File: config.mk
export PLATFORM = sky130hd
export DESIGN_NAME = vip_stream_splitter
export DESIGN_NICKNAME = d
export VERILOG_FILES = /design/src/rtl/vip_stream_splitter.sv
export SDC_FILE = /design/constraint.sdc
export NUM_CORES = 1
export LEC_CHECK = 0
export ABC_AREA = 0
export BUFFER_PORTS_ARGS = -buffer_cell sky130_fd_sc_hd__buf_2
export CORE_ASPECT_RATIO = 1.1
export CORE_UTILIZATION = 62
export CTS_BUF_LIST = sky130_fd_sc_hd__clkbuf_4 sky130_fd_sc_hd__clkbuf_8
export DETAILED_ROUTE_END_ITERATION = 10
export HOLD_SLACK_MARGIN = 0.02
export MAX_ROUTING_LAYER = met4
export PLACE_DENSITY = 0.95
export SYNTH_ARGS = -nofsm -noshare
export SYNTH_HDL_FRONTEND = slang
export SYNTH_SLANG_ARGS = --single-unit
File: constraint.sdc
create_clock -name clk -period 8.9 [get_ports clk]
set_input_delay 1.78 -clock clk [delete_from_list [all_inputs] [get_ports clk]]
set_output_delay 1.78 -clock clk [all_outputs]
set_load 0.03 [all_outputs]
File: src/rtl/vip_stream_splitter.sv
`default_nettype none
// ============================================================================
//  Module   : vip_stream_splitter (plus helper vip_stream_splitter_fifo)
//  Purpose  : Broadcasts every accepted Avalon-ST VIP beat from one sink to
//             two sources (A and B). Each source has its own 2-entry buffer
//             and its own backpressure. Tracks packet framing, drops beats
//             that arrive outside a packet, and can limit B to video packets.
//  Ports    : clk, reset                  - clock, sync active-high reset
//             asi_din_*                   - sink (ready/valid/sop/eop/data)
//             aso_doutA_*, aso_doutB_*    - the two sources
//             drop_pulse                  - one pulse per discarded beat
//             sop_err_pulse               - one pulse per SOP inside a packet
//             frame_count                 - completed video packets (wraps)
//  Revision : 1.0 - initial release
// ============================================================================

// ----------------------------------------------------------------------------
//  vip_stream_splitter_fifo: 2-deep FIFO with registered count. The head
//  entry comes straight from the storage registers, and the output is forced
//  to zero while the FIFO is empty.
// ----------------------------------------------------------------------------
module vip_stream_splitter_fifo #(
    parameter int WIDTH = 26
) (
    input  logic             clk,
    input  logic             reset,
    input  logic             push,
    input  logic [WIDTH-1:0] din,
    input  logic             pop,
    output logic             valid,
    output logic [WIDTH-1:0] dout,
    output logic [1:0]       count
);

    logic [WIDTH-1:0] r_mem [2];
    logic             r_wr;
    logic             r_rd;
    logic [1:0]       r_cnt;

    always_ff @(posedge clk) begin
        if (reset) begin
            r_wr  <= 1'b0;
            r_rd  <= 1'b0;
            r_cnt <= 2'd0;
        end else begin
            if (push) begin
                r_mem[r_wr] <= din;
                r_wr        <= ~r_wr;
            end
            if (pop) begin
                r_rd <= ~r_rd;
            end
            // Simultaneous push and pop leave the count unchanged.
            case ({push, pop})
                2'b10:   r_cnt <= r_cnt + 2'd1;
                2'b01:   r_cnt <= r_cnt - 2'd1;
                default: r_cnt <= r_cnt;
            endcase
        end
    end

    assign valid = (r_cnt != 2'd0);
    assign dout  = valid ? r_mem[r_rd] : '0;
    assign count = r_cnt;

endmodule

module vip_stream_splitter #(
    parameter int BITS_PER_SYMBOL  = 8,
    parameter int SYMBOLS_PER_BEAT = 3,
    parameter int B_VIDEO_ONLY     = 0
) (
    input  logic                                        clk,
    input  logic                                        reset,

    output logic                                        asi_din_ready,
    input  logic                                        asi_din_valid,
    input  logic                                        asi_din_startofpacket,
    input  logic                                        asi_din_endofpacket,
    input  logic [BITS_PER_SYMBOL*SYMBOLS_PER_BEAT-1:0] asi_din_data,

    input  logic                                        aso_doutA_ready,
    output logic                                        aso_doutA_valid,
    output logic                                        aso_doutA_startofpacket,
    output logic                                        aso_doutA_endofpacket,
    output logic [BITS_PER_SYMBOL*SYMBOLS_PER_BEAT-1:0] aso_doutA_data,

    input  logic                                        aso_doutB_ready,
    output logic                                        aso_doutB_valid,
    output logic                                        aso_doutB_startofpacket,
    output logic                                        aso_doutB_endofpacket,
    output logic [BITS_PER_SYMBOL*SYMBOLS_PER_BEAT-1:0] aso_doutB_data,

    output logic                                        drop_pulse,
    output logic                                        sop_err_pulse,
    output logic [15:0]                                 frame_count
);

    localparam int c_dw = BITS_PER_SYMBOL * SYMBOLS_PER_BEAT;
    localparam int c_fw = c_dw + 2;

    typedef enum logic [0:0] {
        ST_IDLE   = 1'b0,
        ST_PACKET = 1'b1
    } state_t;

    state_t      r_state;
    state_t      w_state_nxt;
    logic [3:0]  r_type;
    logic [3:0]  w_type_nxt;
    logic        r_fwd_b;
    logic        w_fwd_b_nxt;
    logic        r_rst;
    logic        r_drop;
    logic        r_sop_err;
    logic [15:0] r_frame_count;

    logic        w_accept;
    logic        w_push_a;
    logic        w_push_b;
    logic        w_drop;
    logic        w_sop_err;
    logic        w_count_frame;
    logic [3:0]  w_sop_type;
    logic        w_sop_fwd_b;

    logic [c_fw-1:0] w_din_beat;
    logic [c_fw-1:0] w_dout_a;
    logic [c_fw-1:0] w_dout_b;
    logic [1:0]      w_cnt_a;
    logic [1:0]      w_cnt_b;
    logic            w_pop_a;
    logic            w_pop_b;

    // Ready depends only on registered state, so downstream ready never
    // reaches upstream ready combinationally. Space is needed in both
    // buffers even when the beat will not be pushed to B.
    assign asi_din_ready = !r_rst && (w_cnt_a != 2'd2) && (w_cnt_b != 2'd2);
    assign w_accept      = asi_din_valid && asi_din_ready;

    assign w_sop_type  = asi_din_data[3:0];
    assign w_sop_fwd_b = !((B_VIDEO_ONLY != 0) && (w_sop_type != 4'd0));
    assign w_din_beat  = {asi_din_startofpacket, asi_din_endofpacket, asi_din_data};

    always_comb begin
        w_state_nxt   = r_state;
        w_type_nxt    = r_type;
        w_fwd_b_nxt   = r_fwd_b;
        w_push_a      = 1'b0;
        w_push_b      = 1'b0;
        w_drop        = 1'b0;
        w_sop_err     = 1'b0;
        w_count_frame = 1'b0;
        if (w_accept) begin
            if (asi_din_startofpacket) begin
                // A SOP always starts a packet; inside a packet it aborts
                // the previous one, which stays unterminated downstream.
                w_push_a    = 1'b1;
                w_push_b    = w_sop_fwd_b;
                w_type_nxt  = w_sop_type;
                w_fwd_b_nxt = w_sop_fwd_b;
                w_sop_err   = (r_state == ST_PACKET);
                if (asi_din_endofpacket) begin
                    w_state_nxt   = ST_IDLE;
                    w_count_frame = (w_sop_type == 4'd0);
                end else begin
                    w_state_nxt = ST_PACKET;
                end
            end else if (r_state == ST_PACKET) begin
                w_push_a = 1'b1;
                w_push_b = r_fwd_b;
                if (asi_din_endofpacket) begin
                    w_state_nxt   = ST_IDLE;
                    w_count_frame = (r_type == 4'd0);
                end
            end else begin
                w_drop = 1'b1;
            end
        end
    end

    always_ff @(posedge clk) begin
        // High in every reset cycle and in the first cycle after it.
        r_rst <= reset;
        if (reset) begin
            r_state       <= ST_IDLE;
            r_type        <= 4'd0;
            r_fwd_b       <= 1'b0;
            r_drop        <= 1'b0;
            r_sop_err     <= 1'b0;
            r_frame_count <= 16'd0;
        end else begin
            r_state   <= w_state_nxt;
            r_type    <= w_type_nxt;
            r_fwd_b   <= w_fwd_b_nxt;
            r_drop    <= w_drop;
            r_sop_err <= w_sop_err;
            if (w_count_frame) begin
                r_frame_count <= r_frame_count + 16'd1;
            end
        end
    end

    assign w_pop_a = aso_doutA_valid && aso_doutA_ready;
    assign w_pop_b = aso_doutB_valid && aso_doutB_ready;

    vip_stream_splitter_fifo #(.WIDTH(c_fw)) u_fifo_a (
        .clk   (clk),
        .reset (reset),
        .push  (w_push_a),
        .din   (w_din_beat),
        .pop   (w_pop_a),
        .valid (aso_doutA_valid),
        .dout  (w_dout_a),
        .count (w_cnt_a)
    );

    vip_stream_splitter_fifo #(.WIDTH(c_fw)) u_fifo_b (
        .clk   (clk),
        .reset (reset),
        .push  (w_push_b),
        .din   (w_din_beat),
        .pop   (w_pop_b),
        .valid (aso_doutB_valid),
        .dout  (w_dout_b),
        .count (w_cnt_b)
    );

    assign aso_doutA_startofpacket = w_dout_a[c_fw-1];
    assign aso_doutA_endofpacket   = w_dout_a[c_fw-2];
    assign aso_doutA_data          = w_dout_a[c_dw-1:0];
    assign aso_doutB_startofpacket = w_dout_b[c_fw-1];
    assign aso_doutB_endofpacket   = w_dout_b[c_fw-2];
    assign aso_doutB_data          = w_dout_b[c_dw-1:0];

    assign drop_pulse    = r_drop;
    assign sop_err_pulse = r_sop_err;
    assign frame_count   = r_frame_count;

endmodule
`default_nettype wire

== After elaboration in Yosys (flattened, before gate mapping) ==
Memories as Yosys holds them, arrays and structs flattened. A register that Yosys moved wholly into a read port is not among the register bits.
Cells that the tools add are included.

* Add/sub/neg operators: 5
* Eq/ne operators: 6
* Muxes and demuxes: 29
* Bitwise operators: 6
* Reduce and logical (&&, ||, !) cells: 15

{| class="wikitable"
|+ Operators with widths
! kind !! number
|-
| 26-bit 2-to-1 mux || 2
|-
| 1-bit 2-to-1 mux || 25
|-
| 16-bit by 1-bit adder with 16-bit output (second input constant) || 1
|-
| 4-bit logical NOT || 2
|-
| 2-bit one-hot mux with 2 select lines || 2
|-
| 2-bit nonzero test || 4
|-
| 1-bit NOT || 6
|-
| 3-bit OR reduction || 2
|-
| 1-bit logical AND || 5
|-
| 2-bit by 1-bit adder with 2-bit output (second input constant) || 2
|-
| 2-bit by 1-bit == test with 1-bit output (second input constant) || 2
|-
| 2-bit == test (second input constant) || 2
|-
| 2-bit != test (second input constant) || 2
|-
| 2-bit by 1-bit subtractor with 2-bit output (second input constant) || 2
|-
| 2-bit AND reduction || 1
|-
| 1-bit logical NOT || 1
|}

* Bits in registers: 33
* Bits in writable memories: 104
* Input bits: 31
* Output and inout port bits: 73
* Logic and storage cells: 76
* Memories kept: 2

{| class="wikitable"
|+ Memories
! name !! depth !! bits a word !! read ports !! clocked after memory_dff !! wr ports !! RTL line !! RTL
|-
| u_fifo_a.r_mem || 2 || 26 || 1 || 1 || 1 || 35 || <nowiki>logic [WIDTH-1:0] r_mem [2];</nowiki>
|-
| u_fifo_b.r_mem || 2 || 26 || 1 || 1 || 1 || 35 ||
|}

== Logic depth before layout (Yosys ltp) ==
Gate-level depths: netlist of run 1.

* Word-level depth: 8
* Depth in mapped cells: 8
* Mapped depth without buffers: 8

== Cells and area by module ==
Synthesis of run 1 repeated with hierarchy kept, for this count alone.

* Cell total of the unflattened synthesis: 411
* Area, all modules: 5572.8 µm²

{| class="wikitable"
|+ By module, submodules not included
! module !! times used !! cells each !! area each (µm²) !! sequential area each (µm²)
|-
| vip_stream_splitter_fifo || 2 || 131 || 2154.6 || 1661.6
|-
| vip_stream_splitter || 1 || 149 || 1263.7 || 500.5
|}

== Least setup slack after synthesis of run 1 ==
No wires, ideal clock.

* Kind: input to register
* Start: in asi_din_valid
* End: mem u_fifo_b.r_mem[1][0] (enable)
* Setup time: 0.447 ns
* Arrival: 4.530 ns
* Required time: 8.453 ns
* Setup slack: 3.923 ns
* Stages: 4
* Buffers on the path: 0
* Cells stage by stage: nor2b_1 -> nand3_1 -> or3_1 -> nor3b_1

* Word-level cells in the longest chain between the ends: 5

{| class="wikitable"
|+ RTL lines
! item !! RTL line !! RTL
|-
| start: declaration || 77 || <nowiki>input logic asi_din_valid,</nowiki>
|-
| 1-bit logical AND || 139 || <nowiki>assign w_accept = asi_din_valid && asi_din_ready;</nowiki>
|-
| 1-bit 2-to-1 mux || 154 || <nowiki>if (w_accept) begin</nowiki>
|-
| 1-bit 2-to-1 mux || 46 || <nowiki>if (push) begin</nowiki>
|-
| 1-bit 2-to-1 mux || 41 || <nowiki>if (reset) begin</nowiki>
|-
| 1-bit 2-to-1 mux (implied by the code) || 47 || <nowiki>r_mem[r_wr] <= din;</nowiki>
|-
| end: declaration || 35 ||
|}

No other way between the ends.

== Worst setup path after layout of run 1 ==
* Start: in asi_din_valid
* End: mem u_fifo_b.r_mem[0][23] (enable)

The elaborated chain is that of the path after synthesis.

==> summary.json, run 1 <==
{
  "placed_design": {
    "dpl_worst_slack_ps": 4760,
    "hpwlAfterDp_mm": 7.03,
    "gp_congestion": 0.819,
    "io_buffers": 103,
    "postPlaceCellArea_sq_mm": 0.00621
  },
  "worst_hold_path": {
    "timing.hold.worst.class": "flop to flop",
    "worst_hold_path.num_cells": 2,
    "hold_path.startpoint": "r_fwd_b",
    "hold-path-endpoint": "r_fwd_b"
  },
  "floorplanning": {
    "die-height_um": 101,
    "rows": 35,
    "dieWidth_um": 92.4,
    "initial_utilization_pct": 65.2,
    "dieArea_sq_mm": 0.00937,
    "io_pins": 104,
    "design.core.area_sq_mm": 0.00854
  },
  "clocking": {
    "clock_tree_from_tritoncts": "yes",
    "clkLatencyLatePin_ps": 430,
    "post-cts-setup-buffers": 0,
    "cts_repair_resize_count": 0,
    "cts_root_buffer": "clkbuf_8",
    "cts.sink_count": 139,
    "clock_tree.htree_level_count": 4,
    "cts_inserted_buffers": 17,
    "clk_pin_slew_worst_paths_ps": 70,
    "cts_hold_repair.buffers": 0,
    "clk_path_buf_depth": 2
  },
  "worst_setup_path": {
    "crit_path_required_time_ps": 9010,
    "cp_top_family": "simple AND/OR/NAND/NOR gates",
    "crit_path_cell_trace": "buf_2 > nor2b_1 > nand3_1 > or3_1 > nor3_2 > buf_4",
    "cp_num_cells": 6,
    "criticalPathCategory": "input port to flop",
    "timing.critical_path.from_type": "input port",
    "timing.rr.start": "u_fifo_b.count[0]",
    "rr_worst_depth": 5,
    "timing.reg2reg.setup_slack_ps": 6130,
    "critical_path.reg2reg.endpoint": "u_fifo_b.r_mem[0][23]",
    "critical_path.max_fanout": 17,
    "critical_path.slowest_cell": "nor3_2",
    "timing.critical_path.to_type": "flop",
    "arrival_time_reported_for_the_critical_path_endpoint_ps": 3870,
    "worst-path-buf-inv": 2,
    "critical_path.max_stage_delay_ps": 680
  },
  "pwr": {
    "p_per_area_mw_per_mm2": 228,
    "worst_voltage_drop_across_the_vdd_grid_uv": 135,
    "leakage_nw": 2.39
  },
  "layout": {
    "fin_area_sq_mm": 0.00657,
    "syn_to_final_growth_pct": 17.9,
    "num_antenna_cells": 0,
    "ratio_of_cells_with_drive_above_1_in_the_final_layout_pct": 31.0,
    "num-nets-final": 544
  },
  "timing": {
    "min_period_ps": 3770,
    "finalSetupTns_ps": 0,
    "finalHoldViolations": 0,
    "finalSetupViolCount": 0,
    "max-slew-margin-rel_pct": 41.7,
    "rsz0062_at_grt": "no",
    "worstMarginPinSlew_ps": 875,
    "postLayoutSetupSlackWorst_ps": 5130,
    "clock_skews_ps": 9.04,
    "final_min_period_over_clock_period_pct": 42.3,
    "slew_violations": 0,
    "maxClockFrequency_ghz": 0.265
  },
  "yosys": {
    "synth.largest_area_cell": "edfxtp_1",
    "ys_warnings": 0,
    "number_of_flops_mapped_to_enable_cells_by_yosys": 104,
    "netlist_instances": 400,
    "register_bit_total_from_synthesis": 139,
    "avgSynthCellArea_sq_um": 13.9,
    "ys_seq_area_share_pct": 68.6,
    "asyncSetResetFlopFracSynth_pct": 0,
    "yosys-top-cells-count": "104 x edfxtp_1, 86 x nor2_1, 57 x mux2i_1, 35 x dfxtp_1, 18 x xnor2_1",
    "synth.net_count": 434,
    "synth_area_sq_mm": 0.00557,
    "yosys.cell_count.top_type": "edfxtp_1",
    "synth_flop_cell": "edfxtp_1",
    "synthDominantCellAreaShare_pct": 56.1,
    "synthDistinctLibCells": 36,
    "ys_top_cells_by_area": "edfxtp_1 56%, dfxtp_1 13%, mux2i_1 10%, nor2_1 5.8%, xnor2_1 2.8%"
  },
  "detailed_routing": {
    "detailedRoute.firstIterationViolations": 199,
    "routed_wire_length_per_instance_um": 17.2,
    "final_antenna_net_count": 0,
    "routed-via-count": 3617,
    "post_drt_via_cell_ratio": 5.71,
    "drt_pass_1_iters": 5,
    "finalWirelength_mm": 10.9,
    "remaining_drc_errors": 0
  },
  "global_route": {
    "number_of_global_route_vias_before_repair": 3429,
    "track_usage_pct": 25.3,
    "globalRoute.totalOverflow": 0,
    "first_pass_grt_wire_length_mm": 16.8,
    "grt_max_degree": 37,
    "antenna_found_initial": 0
  },
  "run": {
    "max_cap_viol_count": 0
  },
  "run_status": {
    "status": "finished, final reports clean"
  }
}
## metal layers
layer  track usage (%)  wire [um]
met1              30.7       4470
met2              40.7       5470
met3              6.91        812
met4              9.38        119
met5                 -          0
## layout make-up
type / count / area, sq um
Inverter: 12 / 45.0
Timing Repair Buffer: 109 / 561
Fill cell: 498 / 1970
Tap cell: 111 / 139
Sequential cell: 139 / 3830
Multi-Input combinational cell: 231 / 1640
Clock inverter: 14 / 124
Clock buffer: 17 / 234
## kinds of logic (layout without fill, tap and decap cells)
| logic type | count (synthesis) | count (layout) | share of synthesized area (%) |
|---|---|---|---|
| flip-flops | 139 | 139 | 68.6 |
| AND/OR/NAND/NOR | 126 | 126 | 10.2 |
| multiplexers | 57 | 57 | 10.2 |
| buffers and inverters | 30 | 152 | 2.29 |
| AO/OA/AOI/OAI | 25 | 25 | 4.83 |
| XOR/XNOR | 20 | 20 | 3.14 |
| adder cells (fa/ha/maj) | 3 | 3 | 0.674 |
## sequential cells by signal, summed over array words and instances, names as in the netlist, named ones only
signal,flops
u_fifo_a.r_mem,52
u_fifo_b.r_mem,52
frame_count,16
r_type,4
u_fifo_a.count,2
u_fifo_b.count,2
drop_pulse,1
r_fwd_b,1
r_rst,1
r_state,1
sop_err_pulse,1
u_fifo_a.r_rd,1
u_fifo_a.r_wr,1
u_fifo_b.r_rd,1
u_fifo_b.r_wr,1
## worst register-to-register path, stage by stage, from the launching register on
cell	delay (ps)
dfxtp_1	440
nand2b_1	220
nand3_1	210
or3_1	500
nor3_2	680
buf_4	400
## report_power, final
part / internal [mW] / switching, mW / leakage [nW]
Combinational: 0.0952 / 0.202 / 1.00
Sequential: 0.712 / 0.0317 / 1.22
Clock: 0.219 / 0.236 / 0.162
Total: 1.03 / 0.470 / 2.39
## through the flow
| step | utilization (%) | power, mW | instances | hold WS (ps) |
|---|---|---|---|---|
| 6_report | 76.9 | 1.50 | 633 | 472 |
| 2_1_floorplan | - | 0.961 | 400 | 422 |
| 4_1_cts | 76.9 | 1.50 | 633 | 474 |
| 5_1_grt | 76.9 | 1.55 | 633 | 511 |
| 3_3_place_gp | 72.7 | 1.05 | 602 | 442 |
| 3_5_place_dp | 72.7 | 1.06 | 602 | 462 |
## worst max path at each step
| stage | end | startpoint | slack (ps) |
|---|---|---|---|
| 2_1_floorplan | u_fifo_b.r_mem[1][0] | asi_din_valid | 3920 |
| 3_3_place_gp | u_fifo_b.r_mem[0][16] | asi_din_valid | 4850 |
| 3_5_place_dp | u_fifo_b.r_mem[0][16] | asi_din_valid | 4760 |
| 4_1_cts | aso_doutA_data[18] | flop | 5170 |
| 5_1_grt | u_fifo_b.r_mem[0][22] | asi_din_valid | 5050 |
| 6_report | u_fifo_b.r_mem[0][23] | asi_din_valid | 5130 |
## cell usage in the layout (no fill, tap or decap), types with 3 or more instances in the layout
master | synthesis | layout
clkinv_2 | 0 | 3
nor2b_1 | 3 | 3
inv_1 | 12 | 12
nand2b_1 | 4 | 4
ha_1 | 3 | 3
nand3_1 | 5 | 5
a2111oi_2 | 8 | 8
nand2_1 | 4 | 4
clkbuf_8 | 0 | 17
nand4_1 | 7 | 7
nor2_2 | 0 | 4
xnor2_1 | 18 | 18
mux2i_1 | 57 | 57
clkinvlp_4 | 0 | 7
or3_1 | 3 | 3
buf_2 | 3 | 103
edfxtp_1 | 104 | 104
buf_4 | 1 | 6
dfxtp_1 | 35 | 33
a21oi_1 | 8 | 8
nor2_1 | 86 | 82
(Power assumes the default switching activity.)
==> run 2: changes to the inputs <==
CORE_UTILIZATION = 52   (was 62)
PLACE_DENSITY = 0.85   (was 0.95)
clock period = 3.37 ns   (was 8.9 ns; I/O delays follow)
==> run 2 against run 1 <==
- worst hold slack got worse by 13 ps
- clock skew increased by 1.1 ps
- cell count is 5.4% higher
- total power grew to 2.9 times the previous value
- cell area is 2.8% higher
- critical path depth fell by 3
- routed wire length rose by 3.5%
- register-to-register slack got worse by 5100 ps
- utilization fell by 12 points
- die area rose by 19%
- clock-buffer cell count unchanged
- critical path type is now flop to output pin
- largest cell class unchanged
==> summary.json, run 2 (synthesized netlist as in run 1, its figures left out) <==
{
  "run_status": {
    "status": "finished, final reports clean"
  },
  "worst_setup_path": {
    "critical_path.slowest_cell": "dfxtp_2",
    "arrival_time_reported_for_the_critical_path_endpoint_ps": 1960,
    "critical_path.max_stage_delay_ps": 910,
    "criticalPathCategory": "flop to output pin",
    "critical_path.max_fanout": 26,
    "crit_path_cell_trace": "mux2i_1 > nor2_1 > buf_2",
    "crit_path_required_time_ps": 2700,
    "cp_top_family": "flip-flops",
    "timing.critical_path.from_type": "flop",
    "timing.critical_path.to_type": "output pin",
    "worst-path-buf-inv": 1
  },
  "timing": {
    "finalSetupViolCount": 0,
    "holdWs_ps": 459,
    "final_min_period_over_clock_period_pct": 78.1,
    "max-slew-margin-rel_pct": 41.9,
    "finalHoldViolations": 0,
    "clock_skews_ps": 10.1,
    "rsz0062_at_grt": "no",
    "slew_violations": 0,
    "worstMarginPinSlew_ps": 872,
    "min_period_ps": 2630,
    "finalSetupTns_ps": 0,
    "maxClockFrequency_ghz": 0.380
  },
  "placed_design": {
    "dp_cells": 635,
    "hpwlAfterDp_mm": 7.30,
    "io_buffers": 103,
    "postPlaceCellArea_sq_mm": 0.00627,
    "gp_congestion": 0.766
  },
  "layout": {
    "syn_to_final_growth_pct": 21.2,
    "fin_area_sq_mm": 0.00675,
    "num_antenna_cells": 0,
    "commonest_non_fill_non_tap_cell_in_the_layout": "edfxtp_1",
    "ratio_of_cells_with_drive_above_1_in_the_final_layout_pct": 31.3,
    "layout.cells.non_filler": 667,
    "layout_common_cells": "104 x edfxtp_1, 103 x buf_2, 82 x nor2_1",
    "num-nets-final": 545
  },
  "global_route": {
    "globalRoute.totalOverflow": 0,
    "first_pass_grt_wire_length_mm": 17.8,
    "antenna_found_initial": 0,
    "track_usage_pct": 22.1,
    "grt_max_degree": 37,
    "number_of_global_route_vias_before_repair": 3537
  },
  "clocking": {
    "post-cts-setup-buffers": 0,
    "cts_inserted_buffers": 17,
    "cts_repair_resize_count": 0,
    "clock_tree_from_tritoncts": "yes",
    "clock_tree.htree_level_count": 4,
    "clkLatencyLatePin_ps": 440,
    "clk_path_buf_depth": 2,
    "cts_root_buffer": "clkbuf_8",
    "clk_pin_slew_worst_paths_ps": 80,
    "cts.sink_count": 139,
    "cts_hold_repair.buffers": 0
  },
  "floorplanning": {
    "io_pins": 104,
    "die-height_um": 111,
    "initial_utilization_pct": 53.6,
    "dieWidth_um": 101,
    "rows": 39,
    "design.core.area_sq_mm": 0.0104,
    "dieArea_sq_mm": 0.0111
  },
  "detailed_routing": {
    "routed-via-count": 3543,
    "post_drt_via_cell_ratio": 5.31,
    "remaining_drc_errors": 0,
    "routed_wire_length_per_instance_um": 16.9,
    "drt_pass_1_iters": 4,
    "final_antenna_net_count": 0,
    "finalWirelength_mm": 11.2,
    "detailedRoute.firstIterationViolations": 167
  },
  "pwr": {
    "fin_total_pwr_mw": 4.34,
    "p_per_area_mw_per_mm2": 643,
    "leakage_nw": 2.47,
    "worst_voltage_drop_across_the_vdd_grid_uv": 283
  },
  "run": {
    "max_cap_viol_count": 0
  },
  "worst_hold_path": {
    "timing.hold.worst.class": "input port to flop"
  }
}
run 2: cell types whose count changed in the layout (fill, tap and decap cells not counted), sizes merged:
cell      change
bufinv        +5
clkinvlp      -5
clkinv        +2
buf           +1
inv           -1
run 2: worst paths after layout:
check                                       start                   end  slack (ps)  depth (start not counted)
worst max-delay path                         flop     aso_doutA_data[3]         740                          3
worst min-delay path              asi_din_data[4]  u_fifo_a.r_mem[1][4]         460                          1
worst max register to register  u_fifo_b.count[0]  u_fifo_b.r_mem[1][4]        1030                          5
worst min register to register            r_fwd_b               r_fwd_b         460                          2
run 2: area by class of cell:
cell class              instances  area (sq um)
fillers                       764          3640
repair buffers                110           568
clock buffers                  17           234
clock inverters                15           246
flip-flops and latches        139          3830
inverters                      12          45.0
multi-input cells             231          1650
well taps                     143           179
run 2: layer usage:
metal  track usage [%]  vias up  wire length (um)  part of all wire [%]
met1              26.1     1712              4700                    42
met3              6.96       21               731                   6.5
met4              7.44        0               206                   1.8
met2              35.7      137              5610                    50
li1                  -     1673                 -                     -
met5                 -        -                 0                     0
run 2: power breakdown:
part	internal, mW	leakage [nW]	switching (mW)
registers	1.88	1.22	0.0834
logic	0.253	1.01	0.536
clock network	0.957	0.236	0.628
total	3.09	2.47	1.25
run 2: worst register-to-register path, stage by stage (launching register included):
cell and delay [ps]:
dfxtp_1 420, nand2b_1 240, nand3_1 230, or3_1 540
nor3b_4 200, buf_4 370
run 2: per-stage QoR:
step	setup slack (ps)	util (%)
after floorplan	366	-
after global placement	776	60.3
after detailed placement	727	60.3
after CTS	690	65.0
after global routing	596	65.0
final	738	65.0
==> run 3: changes to the inputs <==
clock period = 2.4 ns   (was 3.37 ns; I/O delays follow)
==> run 3 against run 2 <==
- clock power rose by 14%
- first-iteration DRC count fell by 17%
- worst hold slack got worse by 200 ps
- highest routed layer unchanged
- via count fell by 1.3%
- critical path depth rose by 1
- sequential cell count did not move
==> summary.json, run 3 (synthesized netlist as in run 1, its figures left out) <==
{
  "layout": {
    "num_antenna_cells": 0,
    "commonest_non_fill_non_tap_cell_in_the_layout": "edfxtp_1",
    "filler_instances": 756,
    "fin_area_sq_mm": 0.00677,
    "syn_to_final_growth_pct": 21.6,
    "ratio_of_cells_with_drive_above_1_in_the_final_layout_pct": 32.6,
    "layout_common_cells": "104 x edfxtp_1, 103 x buf_2, 82 x nor2_1",
    "multi_input_area_sq_mm": 0.00167,
    "final_core_util_pct": 65.2,
    "regArea_sq_mm": 0.00383,
    "num-nets-final": 552
  },
  "detailed_routing": {
    "finalWirelength_mm": 11.2,
    "remaining_drc_errors": 0,
    "post_drt_via_cell_ratio": 5.19,
    "routed-via-count": 3496,
    "drt_pass_1_iters": 4,
    "final_antenna_net_count": 0,
    "routed_wire_length_per_instance_um": 16.6,
    "detailedRoute.firstIterationViolations": 138
  },
  "worst_hold_path": {
    "timing.hold.worst.class": "input port to flop"
  },
  "clocking": {
    "cts_root_buffer": "clkbuf_8",
    "cts_hold_repair.buffers": 0,
    "clock_tree.htree_level_count": 4,
    "clock_tree_from_tritoncts": "yes",
    "cts_inserted_buffers": 17,
    "cts.sink_count": 139,
    "clk_path_buf_depth": 2,
    "post-cts-setup-buffers": 0,
    "clk_pin_slew_worst_paths_ps": 80,
    "cts_repair_resize_count": 0,
    "clkLatencyLatePin_ps": 430
  },
  "global_route": {
    "grt_max_degree": 36,
    "first_pass_grt_wire_length_mm": 17.5,
    "grt_util_met3_pct": 5.63,
    "grt_use_met1_pct": 25.3,
    "grtUsageMet2_pct": 36.1,
    "number_of_global_route_vias_before_repair": 3544,
    "track_usage_pct": 21.6,
    "globalRoute.busiestLayer": "met2",
    "antenna_found_initial": 0,
    "globalRoute.totalOverflow": 0
  },
  "worst_setup_path": {
    "critical_path.max_fanout": 17,
    "arrival_time_reported_for_the_critical_path_endpoint_ps": 1760,
    "criticalPathCategory": "flop to output pin",
    "critical_path.slowest_cell": "dfxtp_2",
    "timing.critical_path.from_type": "flop",
    "crit_path_required_time_ps": 1920,
    "critical_path.max_stage_delay_ps": 560,
    "crit_path_cell_trace": "buf_12 > mux2i_1 > nor2_1 > buf_2",
    "timing.critical_path.to_type": "output pin"
  },
  "pwr": {
    "fin_total_pwr_mw": 5.70,
    "p_seq_share_pct": 47.4,
    "p_per_area_mw_per_mm2": 842,
    "cellInternalPower_mw": 3.96,
    "netSwitchingFraction_pct": 30.6,
    "leakage_nw": 2.47,
    "worst_voltage_drop_across_the_vdd_grid_uv": 444,
    "net-switching-power_mw": 1.75,
    "power.share.combinational_pct": 20.9,
    "clock_share_of_power_pct": 31.6
  },
  "timing": {
    "holdWs_ps": 261,
    "min_period_ps": 2240,
    "maxClockFrequency_ghz": 0.446,
    "finalHoldViolations": 0,
    "max-slew-margin-rel_pct": 70.5,
    "finalSetupTns_ps": 0,
    "final_min_period_over_clock_period_pct": 93.5,
    "slew_violations": 0,
    "clock_skews_ps": 8.75,
    "rsz0062_at_grt": "no",
    "worstMarginPinSlew_ps": 442,
    "finalSetupViolCount": 0
  },
  "floorplanning": {
    "io_pins": 104,
    "dieArea_sq_mm": 0.0111,
    "die-height_um": 111,
    "design.core.area_sq_mm": 0.0104,
    "dieWidth_um": 101,
    "initial_utilization_pct": 53.6,
    "rows": 39
  },
  "run": {
    "max_cap_viol_count": 0
  },
  "placed_design": {
    "hpwlAfterDp_mm": 7.35,
    "gp_congestion": 0.785,
    "postPlaceCellArea_sq_mm": 0.00639,
    "io_buffers": 103
  },
  "run_status": {
    "status": "finished, final reports clean"
  }
}
==> run 3: layout make-up <==
cell class                      count  area share (%)
Timing Repair Buffer              117            9.90
Clock buffer                       18            3.56
Clock inverter                     14            2.16
Sequential cell                   139            56.5
Inverter                           12           0.665
Multi-Input combinational cell    231            24.6
Tap cell                          143            2.64
==> run 3: power groups by stage <==
| stage | clock network [mW] | registers [mW] | logic [mW] |
|---|---|---|---|
| after floorplan | 0 | 2.72 | 0.846 |
| after global placement | 0 | 2.75 | 1.17 |
| after detailed placement | 0 | 2.76 | 1.20 |
| after CTS | 1.84 | 2.70 | 1.21 |
| after global routing | 1.95 | 2.71 | 1.28 |
| final | 1.80 | 2.70 | 1.19 |
==> run 3: metrics by stage <==
step | cells | setup slack [ps]
floorplan | 400 | -323
global placement | 642 | 145
detailed placement | 642 | 116
CTS | 674 | 123
global route | 674 | 64.0
finish | 674 | 157
==> run 3: per-layer routing <==
| metal | vias to the layer above | part of all wire [%] |
|---|---|---|
| met5 | - | 0 |
| met4 | 0 | 1.0 |
| met3 | 9 | 6.0 |
| met2 | 121 | 51 |
| met1 | 1680 | 42 |
| li1 | 1686 | - |
==> run 3: worst paths after layout <==
path | depth (start not counted) | startpoint | slack, ps | end
max | 4 | flop | 160 | aso_doutB_data[12]
max reg2reg | 7 | u_fifo_a.count[0] | 270 | u_fifo_b.count[1]
min reg2reg | 2 | r_fwd_b | 480 | r_fwd_b
min | 1 | asi_din_data[12] | 260 | u_fifo_b.r_mem[0][12]
==> run 3: worst max-delay path: cells and delay by family, from the launching register on <==
family        cells  cell delay (ps)
simple gates      1               70
mux               1              260
buf+inv           2              420
flops             1              560
